===== config.mk =====
export PLATFORM = sky130hd
export DESIGN_NAME = multicycle_ctrl
export DESIGN_NICKNAME = d
export VERILOG_FILES = /design/src/rtl/multicycle_ctrl_pkg.sv /design/src/rtl/multicycle_ctrl_out_decode.sv /design/src/rtl/multicycle_ctrl.sv
export SDC_FILE = /design/constraint.sdc
export NUM_CORES = 1
export LEC_CHECK = 0
export BUFFER_PORTS_ARGS = -buffer_cell sky130_fd_sc_hd__buf_2
export CAP_MARGIN = 20
export CORE_MARGIN = 3
export CORE_UTILIZATION = 43
export DETAILED_ROUTE_END_ITERATION = 10
export GPL_TIMING_DRIVEN = 1
export PLACE_DENSITY = 0.78
export SYNTH_ARGS = -nofsm -noshare
export SYNTH_HDL_FRONTEND = slang
export SYNTH_SLANG_ARGS = --single-unit
export TNS_END_PERCENT = 50

===== constraint.sdc =====
create_clock -name clk -period 3.45 [get_ports clk]
set_clock_uncertainty 0.05 [all_clocks]
set_input_delay 0.5175 -clock clk [delete_from_list [all_inputs] [get_ports clk]]
set_output_delay 0.5175 -clock clk [all_outputs]
set_load 0.05 [all_outputs]

===== src/rtl/multicycle_ctrl_pkg.sv =====
// Shared definitions for the multicycle control FSM: class bit indices,
// state encodings, pc_src / wb_sel encodings and the decoded output bundle.
package multicycle_ctrl_pkg;

  localparam int CODE_W  = 10;
  localparam int STATE_W = 3;

  // Bit positions inside the one-hot instruction-class code
  localparam int CLS_J     = 0;
  localparam int CLS_JALR  = 1;
  localparam int CLS_LUI   = 2;
  localparam int CLS_AUIPC = 3;
  localparam int CLS_B     = 4;
  localparam int CLS_R     = 5;
  localparam int CLS_S     = 6;
  localparam int CLS_IALU  = 7;
  localparam int CLS_LOAD  = 8;
  localparam int CLS_CSR   = 9;

  typedef enum logic [2:0] {
    ST_FETCH  = 3'd0,
    ST_DECODE = 3'd1,
    ST_EXEC   = 3'd2,
    ST_MEM    = 3'd3,
    ST_WB     = 3'd4,
    ST_HALT   = 3'd5
  } state_e;

  typedef enum logic [1:0] {
    PC_PLUS4 = 2'b00,
    PC_ALU   = 2'b01,
    PC_BR    = 2'b10
  } pc_src_e;

  typedef enum logic [1:0] {
    WB_ALU = 2'b00,
    WB_MEM = 2'b01,
    WB_PC4 = 2'b10,
    WB_CSR = 2'b11
  } wb_sel_e;

  typedef struct packed {
    logic    mem_req;
    logic    mem_we;
    logic    mem_addr_sel;
    logic    ir_load;
    logic    pc_load;
    pc_src_e pc_src;
    logic    alu_sel_a;
    logic    alu_sel_b;
    logic    reg_we;
    wb_sel_e wb_sel;
  } ctrl_out_t;

  function automatic logic is_onehot(input logic [CODE_W-1:0] c);
    int unsigned n;
    n = 0;
    for (int i = 0; i < CODE_W; i++) n += 32'(c[i]);
    return n == 1;
  endfunction

endpackage


===== src/rtl/multicycle_ctrl_out_decode.sv =====
// Combinational output decode: (state, latched class, branch_taken, mem_ready)
// to datapath strobes and selects.
module ctrl_out_decode
  import multicycle_ctrl_pkg::*;
#(
  parameter int CODE_W_P = CODE_W
) (
  input  state_e              state_i,
  input  logic [CODE_W_P-1:0] class_q_i,
  input  logic                branch_taken_i,
  input  logic                mem_ready_i,
  output ctrl_out_t           out_o
);

  logic    sel_a, sel_b, is_jump;
  wb_sel_e wb_cls;

  always_comb begin
    sel_a   = class_q_i[CLS_J] | class_q_i[CLS_AUIPC];
    sel_b   = ~(class_q_i[CLS_B] | class_q_i[CLS_R]);
    is_jump = class_q_i[CLS_J] | class_q_i[CLS_JALR];
    wb_cls  = WB_ALU;
    case (1'b1)
      class_q_i[CLS_LOAD]:                      wb_cls = WB_MEM;
      class_q_i[CLS_J], class_q_i[CLS_JALR]:    wb_cls = WB_PC4;
      class_q_i[CLS_CSR]:                       wb_cls = WB_CSR;
      class_q_i[CLS_R], class_q_i[CLS_IALU],
      class_q_i[CLS_LUI], class_q_i[CLS_AUIPC]: wb_cls = WB_ALU;
      default:                                  wb_cls = WB_ALU;
    endcase
  end

  always_comb begin
    out_o = '0;
    case (state_i)
      ST_FETCH: begin
        out_o.mem_req = 1'b1;
        out_o.ir_load = mem_ready_i;
      end
      ST_EXEC: begin
        out_o.alu_sel_a = sel_a;
        out_o.alu_sel_b = sel_b;
        if (class_q_i[CLS_B]) begin
          out_o.pc_load = 1'b1;
          out_o.pc_src  = branch_taken_i ? PC_BR : PC_PLUS4;
        end
      end
      ST_MEM: begin
        // selects keep their EXEC values so the address stays stable
        out_o.mem_req      = 1'b1;
        out_o.mem_addr_sel = 1'b1;
        out_o.mem_we       = class_q_i[CLS_S];
        out_o.alu_sel_a    = sel_a;
        out_o.alu_sel_b    = sel_b;
        out_o.pc_load      = class_q_i[CLS_S] & mem_ready_i;
      end
      ST_WB: begin
        out_o.reg_we    = 1'b1;
        out_o.pc_load   = 1'b1;
        out_o.pc_src    = is_jump ? PC_ALU : PC_PLUS4;
        out_o.wb_sel    = wb_cls;
        out_o.alu_sel_a = sel_a;
        out_o.alu_sel_b = sel_b;
      end
      default: out_o = '0;
    endcase
  end

endmodule


===== src/rtl/multicycle_ctrl.sv =====
// Multicycle control FSM for the RV64 integer datapath: state register,
// latched instruction class and sticky illegal flag.
module multicycle_ctrl
  import multicycle_ctrl_pkg::*;
#(
  parameter int CODE_W_P  = CODE_W,
  parameter int STATE_W_P = STATE_W
) (
  input  logic                 clk,
  input  logic                 reset,
  input  logic [CODE_W_P-1:0]  code,
  input  logic                 mem_ready,
  input  logic                 branch_taken,
  output logic                 mem_req,
  output logic                 mem_we,
  output logic                 mem_addr_sel,
  output logic                 ir_load,
  output logic                 pc_load,
  output logic [1:0]           pc_src,
  output logic                 alu_sel_a,
  output logic                 alu_sel_b,
  output logic                 reg_we,
  output logic [1:0]           wb_sel,
  output logic                 illegal,
  output logic [STATE_W_P-1:0] state
);

  state_e              state_q, state_d;
  logic [CODE_W_P-1:0] class_q, class_d;
  logic                illegal_q, illegal_d;
  ctrl_out_t           dec;

  always_comb begin
    state_d   = state_q;
    class_d   = class_q;
    illegal_d = illegal_q;
    case (state_q)
      ST_FETCH:  if (mem_ready) state_d = ST_DECODE;
      ST_DECODE: begin
        class_d = code;
        if (!is_onehot(code)) begin
          state_d   = ST_HALT;
          illegal_d = 1'b1;
        end else begin
          state_d = ST_EXEC;
        end
      end
      ST_EXEC: begin
        if (class_q[CLS_B])                         state_d = ST_FETCH;
        else if (class_q[CLS_S] | class_q[CLS_LOAD]) state_d = ST_MEM;
        else                                         state_d = ST_WB;
      end
      ST_MEM: if (mem_ready) state_d = class_q[CLS_S] ? ST_FETCH : ST_WB;
      ST_WB:   state_d = ST_FETCH;
      ST_HALT: state_d = ST_HALT;
      default: state_d = ST_FETCH;
    endcase
  end

  always_ff @(posedge clk) begin
    if (reset) begin
      state_q   <= ST_FETCH;
      class_q   <= '0;
      illegal_q <= 1'b0;
    end else begin
      state_q   <= state_d;
      class_q   <= class_d;
      illegal_q <= illegal_d;
    end
  end

  ctrl_out_decode #(.CODE_W_P(CODE_W_P)) u_dec (
    .state_i        (state_q),
    .class_q_i      (class_q),
    .branch_taken_i (branch_taken),
    .mem_ready_i    (mem_ready),
    .out_o          (dec)
  );

  // A reset cycle must not commit architectural state or start a store
  assign mem_req      = dec.mem_req;
  assign mem_we       = dec.mem_we  & ~reset;
  assign mem_addr_sel = dec.mem_addr_sel;
  assign ir_load      = dec.ir_load & ~reset;
  assign pc_load      = dec.pc_load & ~reset;
  assign pc_src       = dec.pc_src;
  assign alu_sel_a    = dec.alu_sel_a;
  assign alu_sel_b    = dec.alu_sel_b;
  assign reg_we       = dec.reg_we  & ~reset;
  assign wb_sel       = dec.wb_sel;
  assign illegal      = illegal_q;
  assign state        = STATE_W_P'(state_q);

endmodule


==> summary.md <==
| Metric | Value |
|---|---|
| Worst-margin pin slew | about 0.42 ns |
| Violated checks | negative setup slack |
| Top Layer Used | met4 |
| Antenna Cells | 0 |
| Pins Over Slew Limit | 0 |
| Startpoint types | input pin |
| Clock Tree Root | clkbuf_4 |
| Largest net degree at the start of global routing | 16 |
| Maximum VDD drop | 0.3645 mV |
| Area after DPL | 0.001047 mm² |
| Met1 wire length | 876 µm |
| Initial core utilization | 47.29% |
| Area Overhead vs Synth | 30.25% |
| Layout cell share with drive strength beyond 1 | 36.30% |
| Yosys cell types | 29 |
| Synthesized area | about 850 µm² |
| Initial antenna violation count | 0 |
| Total CTS buffers | 3 |
| Fin. Hold Viols | 0 |
| Max_cap viols | 0 |
| Residual DRC | 0 |
| Final Hold Slack | between 0.4 and 0.5 ns |
| TritonCTS Sinks | 12 |
| Hold_buf cts | 0 |
| Worst Path Class, Setup | in -> reg |
| Min-Delay Endpoint | illegal |
| H-tree Lvls | 1 |
| Vias in the first global route | 765 |
| Fin worst setup slack | -0.04484 ns |
| Fin nets | approximately 160 |
| Die area | 0.002552 mm² |
| Grt total ovfl | 0 |
| Fill count | 173 |
| Post-DR vias/cell | about 5.1 |
| FF-to-FF setup slack | slightly below 2 ns |
| Worst skew pair latency | 0.28 ns |
| # rows | 15 |
| Top Ports | 30 |
| Fin area | 0.001110 mm² |
| DR iter-0 viols | 17 |
| First-pass GRT wire length | 3456 µm |
| DR WL met2 | 1082 µm |
| P_leak | 0.5246 nW |
| GRT Util Overall | 18.38% |
| WL per Instance | 13.58 µm |
| DRT antenna net count | 0 |
| Status | complete, but fails checks |
| Register bit count reported by yosys | 12 |
| Worst r2r dst | class_q[8] |
| Tcrit/Tclk final | 101.3% |
| HPWL after DPL | 1674 µm |
| Setup TNS | -0.07072 ns |
| Vias | 821 |
| Drt first pass iters | 4 |
| Clock transition at path regs | around 0.080 ns |
| Commonest non-fill, non-tap cell in the layout | buf_2 |
| Cell count after synthesis | 100 |
| I/O Buffers | 29 |
| Syn avg cell area | 8.521 µm² |
| Most frequent cells in the layout | buf_2 (27), nor2_1 (21), dfxtp_1 (12), inv_1 (11), mux2i_1 (8) |
| Inst Count DP | 155 |
| RSZ-0062 raised after global routing | true |
| Total core area | 0.001802 mm² |
| Seq/Total Area, Yosys | 28.19% |
| Chip Height | 50.52 µm |
| Clock Path Buffers | 2 |
| Worst endpoint data arrival time | 3.67 ns |
| Max_slew headroom | 72.22% |
| Worst R2R Path Depth | 4 |
| Detail Route met3 WL | about 160 µm |
| Design Power | 560.1 µW |
| Crit path time final | 3.495 ns |
| Worst Path Max Fanout | 3 |
| Global placer's final weighted congestion | roughly 0.85 |
| Clock tree from TritonCTS | yes |
| Worst endpoint required time | 3.62 ns |
| Hold Path Stages | 2 |
| Peak Freq | 0.2861 GHz |
| Synthesized net count | 122 |
| Routed wire length | 2172 µm |
| Cell area power density | 504.6 mW/mm² |
| Cell Count, Final, Fillers Out | 160 |
| Yosys Warn Count | 0 |
| Count of final setup violators | 2 |
| Hold wc startpoint | illegal |
| Hold Path Class | reg -> reg |
| Critical Path End Type | register |
| Die X-Extent | ~51 µm |
| Worst r2r src | state[0] |
==> layout make-up <==
cell class	count	area (µm²)	area share [%]
multi-input cells	72	560.5	50.51
inverters	13	48.80	4.397
repair buffers	35	206.4	18.60
flip-flops and latches	12	240.2	21.65
clock buffers	3	22.52	2.029
well taps	25	31.28	2.819
==> metrics by stage <==
stage               utilization, %  setup slack, ns
CTS                          59.79         -0.01585
global route                 61.60          -0.1699
finish                       61.60         -0.04484
detailed placement           58.13          -0.3504
floorplan                        -          -0.1069
global placement             58.13          -0.2381
==> synthesized netlist by cell type <==
| cell | count | area share, % |
|---|---|---|
| o21ai_1 | 1 | 0.59 |
| a211oi_1 | 1 | 0.88 |
| fa_1 | 6 | 14 |
| o21bai_1 | 2 | 1.8 |
| buf_4 | 1 | 0.88 |
| a21oi_1 | 7 | 4.1 |
| nand2_1 | 5 | 2.2 |
| xor2_1 | 1 | 1.0 |
| buf_2 | 1 | 0.59 |
| and2b_1 | 1 | 0.88 |
| dfxtp_1 | 12 | 28 |
| ha_1 | 2 | 2.9 |
| clkbuf_1 | 1 | 0.44 |
| o32a_1 | 1 | 1.2 |
| or3_1 | 1 | 0.73 |
| o21ai_0 | 2 | 1.2 |
| nor3_1 | 4 | 2.3 |
| inv_1 | 13 | 5.7 |
| nor2_1 | 21 | 9.3 |
| a2111oi_4 | 1 | 3.2 |
| and2_1 | 1 | 0.73 |
| nand2b_4 | 1 | 1.6 |
| mux2i_1 | 8 | 9.4 |
| nand3_1 | 1 | 0.59 |
| o211ai_2 | 1 | 1.5 |
| and3_1 | 1 | 0.73 |
| o21ai_2 | 1 | 1.0 |
| o211ai_1 | 1 | 0.88 |
| nor2_4 | 1 | 1.3 |
==> registers in the layout, indices dropped and copies added, names as in the netlist <==
register and count:
class_q 8, illegal 1, state 3
==> kinds of logic (layout without fill, tap and decap cells) <==
family                   Yosys count  count (layout)  synth area share (%)
AND/OR/NAND/NOR                   37              37                 20.41
XOR/XNOR                           1               1                 1.028
flip-flops                        12              12                 28.19
adder cells (fa/ha/maj)            8               8                 17.03
buffers and inverters             16              51                 7.636
AO/OA/AOI/OAI                     18              18                 16.30
multiplexers                       8               8                 9.398
==> critical path: stages <==
cell and delay, ns:
buf_8 0.10, fa_1 0.49, fa_1 0.53, inv_2 0.04
fa_1 0.45, inv_1 0.09, ha_2 0.19, inv_2 0.04
fa_2 0.37, a2111oi_4 0.22, o211ai_2 0.16, o32a_1 0.36
o21ai_2 0.10
==> routing by layer <==
metal | vias to the layer above | track usage [%]
li1 | 402 | -
met1 | 373 | 21.73
met2 | 40 | 30.22
met3 | 6 | 4.154
met4 | 0 | 10.76
met5 | - | 0
==> how the worst max path moves through the flow <==
stage	end	depth (start not counted)	startpoint	slack (ns)
4_1_cts	state[1]	13	code[0]	-0.02
3_3_place_gp	state[1]	13	code[0]	-0.24
5_1_grt	state[1]	13	code[0]	-0.17
6_report	state[1]	13	code[0]	-0.04
3_5_place_dp	state[1]	13	code[0]	-0.35
2_1_floorplan	state[1]	12	code[0]	-0.11
==> where the power goes <==
| part | internal [mW] | switching [mW] | total (mW) |
|---|---|---|---|
| registers | 0.155 | 0.0227 | 0.178 |
| logic | 0.119 | 0.177 | 0.296 |
| clock network | 0.0405 | 0.0464 | 0.0868 |
==> repair_timing <==
item	4_1_cts	5_1_grt
setup buffers	1	1
pin swaps	1	3
gates cloned	0	0
endpoints found under the setup margin	1	4
resized for setup	0	9
Note: power is estimated with default switching activity, not from simulation.
